### src/rtl/conv_feeder.sv
// Convolution feeder: shifts accepted samples through a TAPS-deep delay line and
// presents each tap alongside its coefficient as one wide word per shift.
module conv_feeder #(
   parameter int TAPS      = 16,
   parameter int dataWidth = 1024
) (
   input  logic                 clk,
   input  logic                 rst,
   input  logic                 coefWe,
   input  logic [3:0]           coefAddr,
   input  logic [31:0]          coefData,
   input  logic                 start,
   input  logic [15:0]          lenIn,
   input  logic [31:0]          sIn,
   input  logic                 sValid,
   output logic                 sReady,
   output logic [dataWidth-1:0] dataO,
   output logic                 oValid,
   output logic                 accClr,
   output logic                 busy,
   output logic                 done
);

   typedef enum logic [1:0] {IDLE, RUN, FLUSH, DONE} state_t;

   state_t                state_q, state_d;
   logic [TAPS-1:0][31:0] tap_q, tap_d;
   logic [TAPS-1:0][31:0] coef_q, coef_d;
   logic [15:0]           len_q, len_d;
   logic [15:0]           cnt_q, cnt_d;
   logic [15:0]           fcnt_q, fcnt_d;
   logic                  ovalid_q, ovalid_d;
   logic                  accclr_q, accclr_d;
   logic                  done_q, done_d;

   always_comb begin
      state_d  = state_q;
      tap_d    = tap_q;
      coef_d   = coef_q;
      len_d    = len_q;
      cnt_d    = cnt_q;
      fcnt_d   = fcnt_q;
      ovalid_d = 1'b0;
      accclr_d = 1'b0;
      done_d   = 1'b0;
      case (state_q)
         IDLE: begin
            // Addresses at or above TAPS match no register and are dropped.
            if (coefWe) begin
               for (int k = 0; k < TAPS; k++)
                  if (coefAddr == 4'(k)) coef_d[k] = coefData;
            end
            if (start) begin
               len_d   = lenIn;
               tap_d   = '0;
               cnt_d   = '0;
               fcnt_d  = '0;
               state_d = (lenIn != 16'd0) ? RUN : DONE;
            end
         end
         RUN: begin
            if (sValid) begin
               tap_d[0] = sIn;
               for (int k = 1; k < TAPS; k++) tap_d[k] = tap_q[k-1];
               ovalid_d = 1'b1;
               accclr_d = (cnt_q == 16'd0);
               cnt_d    = cnt_q + 16'd1;
               if (cnt_q == len_q - 16'd1) begin
                  fcnt_d  = '0;
                  state_d = (TAPS > 1) ? FLUSH : DONE;
               end
            end
         end
         FLUSH: begin
            tap_d[0] = 32'h0;
            for (int k = 1; k < TAPS; k++) tap_d[k] = tap_q[k-1];
            ovalid_d = 1'b1;
            fcnt_d   = fcnt_q + 16'd1;
            if (fcnt_q == 16'(TAPS - 2)) state_d = DONE;
         end
         DONE: begin
            done_d  = 1'b1;
            state_d = IDLE;
         end
         default: state_d = IDLE;
      endcase
   end

   always_ff @(posedge clk or posedge rst) begin
      if (rst) begin
         state_q  <= IDLE;
         tap_q    <= '0;
         coef_q   <= '0;
         len_q    <= '0;
         cnt_q    <= '0;
         fcnt_q   <= '0;
         ovalid_q <= 1'b0;
         accclr_q <= 1'b0;
         done_q   <= 1'b0;
      end else begin
         state_q  <= state_d;
         tap_q    <= tap_d;
         coef_q   <= coef_d;
         len_q    <= len_d;
         cnt_q    <= cnt_d;
         fcnt_q   <= fcnt_d;
         ovalid_q <= ovalid_d;
         accclr_q <= accclr_d;
         done_q   <= done_d;
      end
   end

   assign sReady = (state_q == RUN);
   assign busy   = (state_q != IDLE);
   assign oValid = ovalid_q;
   assign accClr = accclr_q;
   assign done   = done_q;

   for (genvar k = 0; k < TAPS; k++) begin : g_pack
      assign dataO[64*k +: 32]    = tap_q[k];
      assign dataO[64*k+32 +: 32] = coef_q[k];
   end

endmodule
### config.mk
export PLATFORM = sky130hd
export DESIGN_NAME = conv_feeder
export DESIGN_NICKNAME = d
export VERILOG_FILES = /design/src/rtl/conv_feeder.sv
export SDC_FILE = /design/constraint.sdc
export NUM_CORES = 2
export LEC_CHECK = 0
export ABC_AREA = 1
export CORE_AREA = 2 2 437 439
export DETAILED_ROUTE_END_ITERATION = 10
export DIE_AREA = 0 0 439 441
export PLACE_DENSITY = 0.47
export REMOVE_ABC_BUFFERS = 1
export SETUP_SLACK_MARGIN = 0.5
export SLEW_MARGIN = 5
export SYNTH_ARGS = -nofsm -noshare
export SYNTH_HDL_FRONTEND = slang
export SYNTH_SLANG_ARGS = --single-unit
### constraint.sdc
create_clock -name clk -period 54.2 [get_ports clk]
set_input_delay 5.42 -clock clk [delete_from_list [all_inputs] [get_ports clk]]
set_output_delay 5.42 -clock clk [all_outputs]
set_load 0.02 [all_outputs]
# Word-level counts from Yosys, hierarchy flattened
# Index checks and enable logic that the tools add are counted.
op_classes:
  n_reduce_logical: 28
  mux: 20
  n_addsub: 3
  n_eq_ne: 24
op_table:
  columns: ["operator", "n"]
  rows:
  - ["$pmux W512 S3", 1]
  - ["$mux W512", 2]
  - ["$mux W16", 4]
  - ["$reduce_and A3 Y1", 18]
  - ["$pmux W16 S3", 1]
  - ["$add A16 B1 Y16 const B", 2]
  - ["$eq A4 B4 Y1 const B", 8]
  - ["$pmux W16 S2", 1]
  - ["$eq A16 B16 Y1", 1]
  - ["$eq A16 B4 Y1 const B", 1]
  - ["$eq A4 B3 Y1 const B", 4]
  - ["$logic_not A16 Y1", 1]
  - ["$reduce_bool A16 Y1", 1]
  - ["$sub A16 B1 Y16 const B", 1]
  - ["$mux W2", 5]
  - ["$eq A4 B2 Y1 const B", 2]
  - ["$pmux W2 S4", 1]
  - ["$reduce_and A4 Y1", 2]
  - ["$ne A2 B2 Y1 const B", 3]
  - ["$eq A2 B2 Y1 const B", 2]
  - ["$eq A4 B1 Y1 const B", 1]
  - ["$logic_not A4 Y1", 1]
  - ["$mux W1", 4]
  - ["$reduce_bool A2 Y1", 2]
  - ["6 further kinds", 6]
word_totals:
  ff_bits: 1077
  out_inout_bits: 1029

# Depth between registers and ports, before layout
logic_depth:
  word_depth: 5
  mapped_depth: 17

# Worst setup path before layout
# No wires, ideal clock.
synth_timing:
  path_kind: "input port to flip-flop"
  start: "in start"
  end: "reg tap_q, in the netlist dataO[576]"
  required_time_ps: 54134
  n_path_buf: 3
  setup_time_ps: 66
  cell_stages: 9
  arrival_ps: 6600
  slack_ps: 47534
  path_cell_list: "inv_1 -> nand2_1 -> o21ai_1 -> buf_2 -> nor2_8 -> clkbuf_1 -> clkbuf_1 -> nand3_1 -> nand2_1"
synth_via:
  elab_chain_cells: 2
synth_lines:
  columns: ["element", "line", "text"]
  rows:
  - ["from (decl)", "12", "input logic start,"]
  - ["$ne A2 B2 Y1 (no source line)", null, null]
  - ["$reduce_and A3 Y1 (no source line)", null, null]
  - ["to (signal assigned)", "102", "tap_q <= tap_d;"]
  - ["to (decl)", "27", "logic [TAPS-1:0][31:0] tap_q, tap_d;"]
# Every way passes these cells.
# A chain may end at the register's enable or synchronous reset.

==> qor.txt <==
Status -> finished, final reports clean
Post-synth EDFFs -> 0
Final setup fails -> 0
Grt ovf -> 0
Hold Path Depth -> 2
Hold Vio Cnt, Final -> 0
CP startpoint kind -> input pin
Power Total -> 3.268 mW
Worst setup EP type -> async pin
Detailed Route WL -> 180300 um
Pwr dens -> 54.17 nW/um2
Post-DP HPWL -> 124200 um
Die Height -> 441 um
CTS tree -> yes
Grt met3 use -> 4.502%
CP Class -> input pin to async pin
Max-cap check violation count -> 0
Setup Skew -> 0.02422 ns
Async set-reset flop share out of synthesis -> 100.0%
Met1 usage in global routing -> 22.38%
CP max FO -> 109
GRT busiest layer -> met2
Synth Area per Inst -> 9.472 um2
Ys flop type -> dfrtp_1
Register bit total from synthesis -> 1077
DIE WIDTH -> 439 um
Via/cell ratio -> 4.526
First-pass GRT wire length -> 258600 um
Total iterations of the first detailed-routing run -> 5
IO buf count -> 1117
Die ar. -> 193600 um2
Final Util -> 31.89%
Clock buffer depth -> 3
Met2 Usage GRT -> 29.67%
Final ANT Viol Nets -> 0
Worst-Skew Late Latency -> 0.77 ns
Worst VDD drop -> 60.24 uV
Yosys top cell area share -> 63.49%
Setup WS post-layout -> 42.97 ns
Routability cong. -> 0.8494
CTS Hold Bufs -> 0
Vias -> 36370
Dpl ws -> 41.79 ns
Initial core utilization -> 22.44%
Core Footprint -> 189200 um2
Area leader, netlist -> dfrtp_1
Fin crit period -> 11.23 ns
H-tree levels -> 4
Fin Setup TNS -> 0 ns
Fill cell count -> 19640
Hold Crit Class -> register to register
Initial DRC Count -> 2927
Worst-case reg-to-reg path depth -> 11
Worst slew margin -> 20.40%
I/O pins -> 1118
Num CTS Buffers -> 133
Layout area overhead -> 42.14%
Setup Fix Bufs, Post-CTS -> 0
Leakage -> 28.16 nW
RSZ-0062 raised after global routing -> no
Worst-path clk slew -> 0.06 ns
Slew Viols, Final -> 0
Register area share after synthesis -> 63.49%
FP Rows -> 160
Avg WL per Cell -> 22.44 um
Library cells used by synthesis -> 38
Cells after Synth -> 4481
Final Cycle Share -> 20.71%
Sink Count -> 1077
Yosys warns -> 0
Vias in the first global route -> 35260
Achievable frequency -> 89.08 MHz
Initial antenna violation count -> 10
Reg2reg setup slack -> 48.95 ns
Synthesized area -> 42450 um2
Worst-margin pin slew -> 1.194 ns
Tot GR Track Use -> 17.98%
Largest net degree at the start of global routing -> 226
DR DRC count -> 0
Clock root buffer -> clkbuf_16
Crit path DAT -> 12.05 ns
Top post-synthesis cells by area -> dfrtp_1 (63%), o21ai_0 (12%), nand2_1 (10%)
Layout Nets -> 5521
Ratio of cells with drive above 1 in the final layout -> 6.196%
Post-CTS sizing -> 0
Worst EP required -> 55.02 ns
==> cells in the mapped netlist, types with 9 or more instances <==
library cell	number
nor4_1	9
mux2_2	9
buf_2	43
nor3_1	17
buf_1	34
o21ai_2	16
nand2_2	17
ha_1	9
xor2_1	14
clkbuf_1	281
a21oi_1	14
nor2_1	48
inv_1	101
nand2_1	1142
nand4_1	13
dfrtp_1	1077
o21ai_0	1034
nand3_1	551
==> registers in the layout (all words and copies together) (netlist names) <==
| signal | count |
|---|---|
| accClr | 1 |
| len_q | 16 |
| fcnt_q | 16 |
| state_q | 2 |
| oValid | 1 |
| done | 1 |
| cnt_q | 16 |
| dataO | 1024 |
==> worst max-delay path: stages <==
cell	delay, ns
clkdlybuf4s50_1	0.50
inv_8	0.54
buf_4	0.76
buf_4	0.82
buf_4	0.70
buf_4	0.80
buf_4	0.65
buf_4	0.81
buf_4	0.72
==> final cells by class <==
cell class | count | area [um2] | share of cell area (%)
timing repair buffer | 1169 | 11600 | 19.22
clock inverter | 45 | 675.6 | 1.120
inverter | 102 | 390.4 | 0.6471
sequential | 1077 | 26950 | 44.67
multi-input combinational | 2940 | 13740 | 22.77
antenna | 6 | 15.01 | 0.02489
tap | 2511 | 3142 | 5.208
clock buffer | 187 | 3825 | 6.340
==> layout by cell type, fill, tap and decap left out, types with 2 or more instances in the layout <==
| cell type | instances |
|---|---|
| dfrtp_1 | 1077 |
| inv_6 | 3 |
| mux2_2 | 9 |
| a31oi_1 | 2 |
| buf_4 | 50 |
| clkinvlp_4 | 2 |
| inv_16 | 3 |
| nor2_8 | 2 |
| clkinv_4 | 2 |
| clkbuf_8 | 23 |
| o21ai_0 | 1034 |
| clkbuf_16 | 136 |
| nor2_2 | 7 |
| ha_1 | 8 |
| xnor2_1 | 6 |
| clkbuf_1 | 28 |
| a21oi_1 | 13 |
| nand4_1 | 13 |
| clkinv_2 | 17 |
| diode_2 | 6 |
| inv_1 | 99 |
| clkinv_8 | 5 |
| bufinv_16 | 11 |
| nand3_1 | 549 |
| nor4_1 | 9 |
| nand3b_1 | 3 |
| clkdlybuf4s50_1 | 1117 |
| nand2_4 | 2 |
| nand2_2 | 23 |
| xor2_1 | 14 |
| inv_2 | 2 |
| or2_2 | 7 |
| clkinv_16 | 2 |
| nor2_1 | 48 |
| nand3_2 | 10 |
| o21ai_2 | 16 |
| buf_12 | 2 |
| nand2_1 | 1136 |
| nor2_4 | 2 |
| nor3_1 | 17 |
==> layer usage <==
metal | vias up | wire (um)
li1 | 16870 | -
met3 | 304 | 10810
met5 | - | 35
met1 | 18150 | 73780
met4 | 6 | 7729
met2 | 1043 | 87950
==> path summary, 6_finish.rpt <==
check | from | end
worst min register to register | dataO[121] | dataO[121]
worst max register to register | state_q[0] | dataO[786]
max in group clk | start | dataO[786]
min in group asynchronous | rst | dataO[927]
worst max-delay path | rst | dataO[61]
worst min-delay path | dataO[121] | dataO[121]
==> stage by stage <==
step                cells  instance area [um2]  hold slack, ns
detailed placement   7799                55810          0.4719
finish               8037                60330          0.4802
floorplan            4119                41010          0.4912
global route         8033                60320          0.5013
global placement     7799                55810          0.4652
CTS                  8031                60320          0.4859
==> power breakdown <==
group	leakage (nW)	switching, mW	internal, mW
registers	14.5	0.129	1.00
logic	11.5	0.784	0.435
clock network	2.21	0.369	0.548
total	28.2	1.28	1.99
==> cell families (layout without fill, tap and decap cells) <==
group | Yosys count | after routing | share of synthesized area, %
DFF | 1077 | 1077 | 63.49
other | 0 | 6 | 0
muxes | 9 | 9 | 0.2388
and+or+nand+nor | 1830 | 1830 | 18.48
buffers and inverters | 464 | 1503 | 4.286
AOI/OAI and AO/OA | 1072 | 1072 | 12.83
adders and majority gates | 9 | 9 | 0.2653
xor gates and xnor gates | 20 | 20 | 0.4127
(Power assumes the default switching activity.)
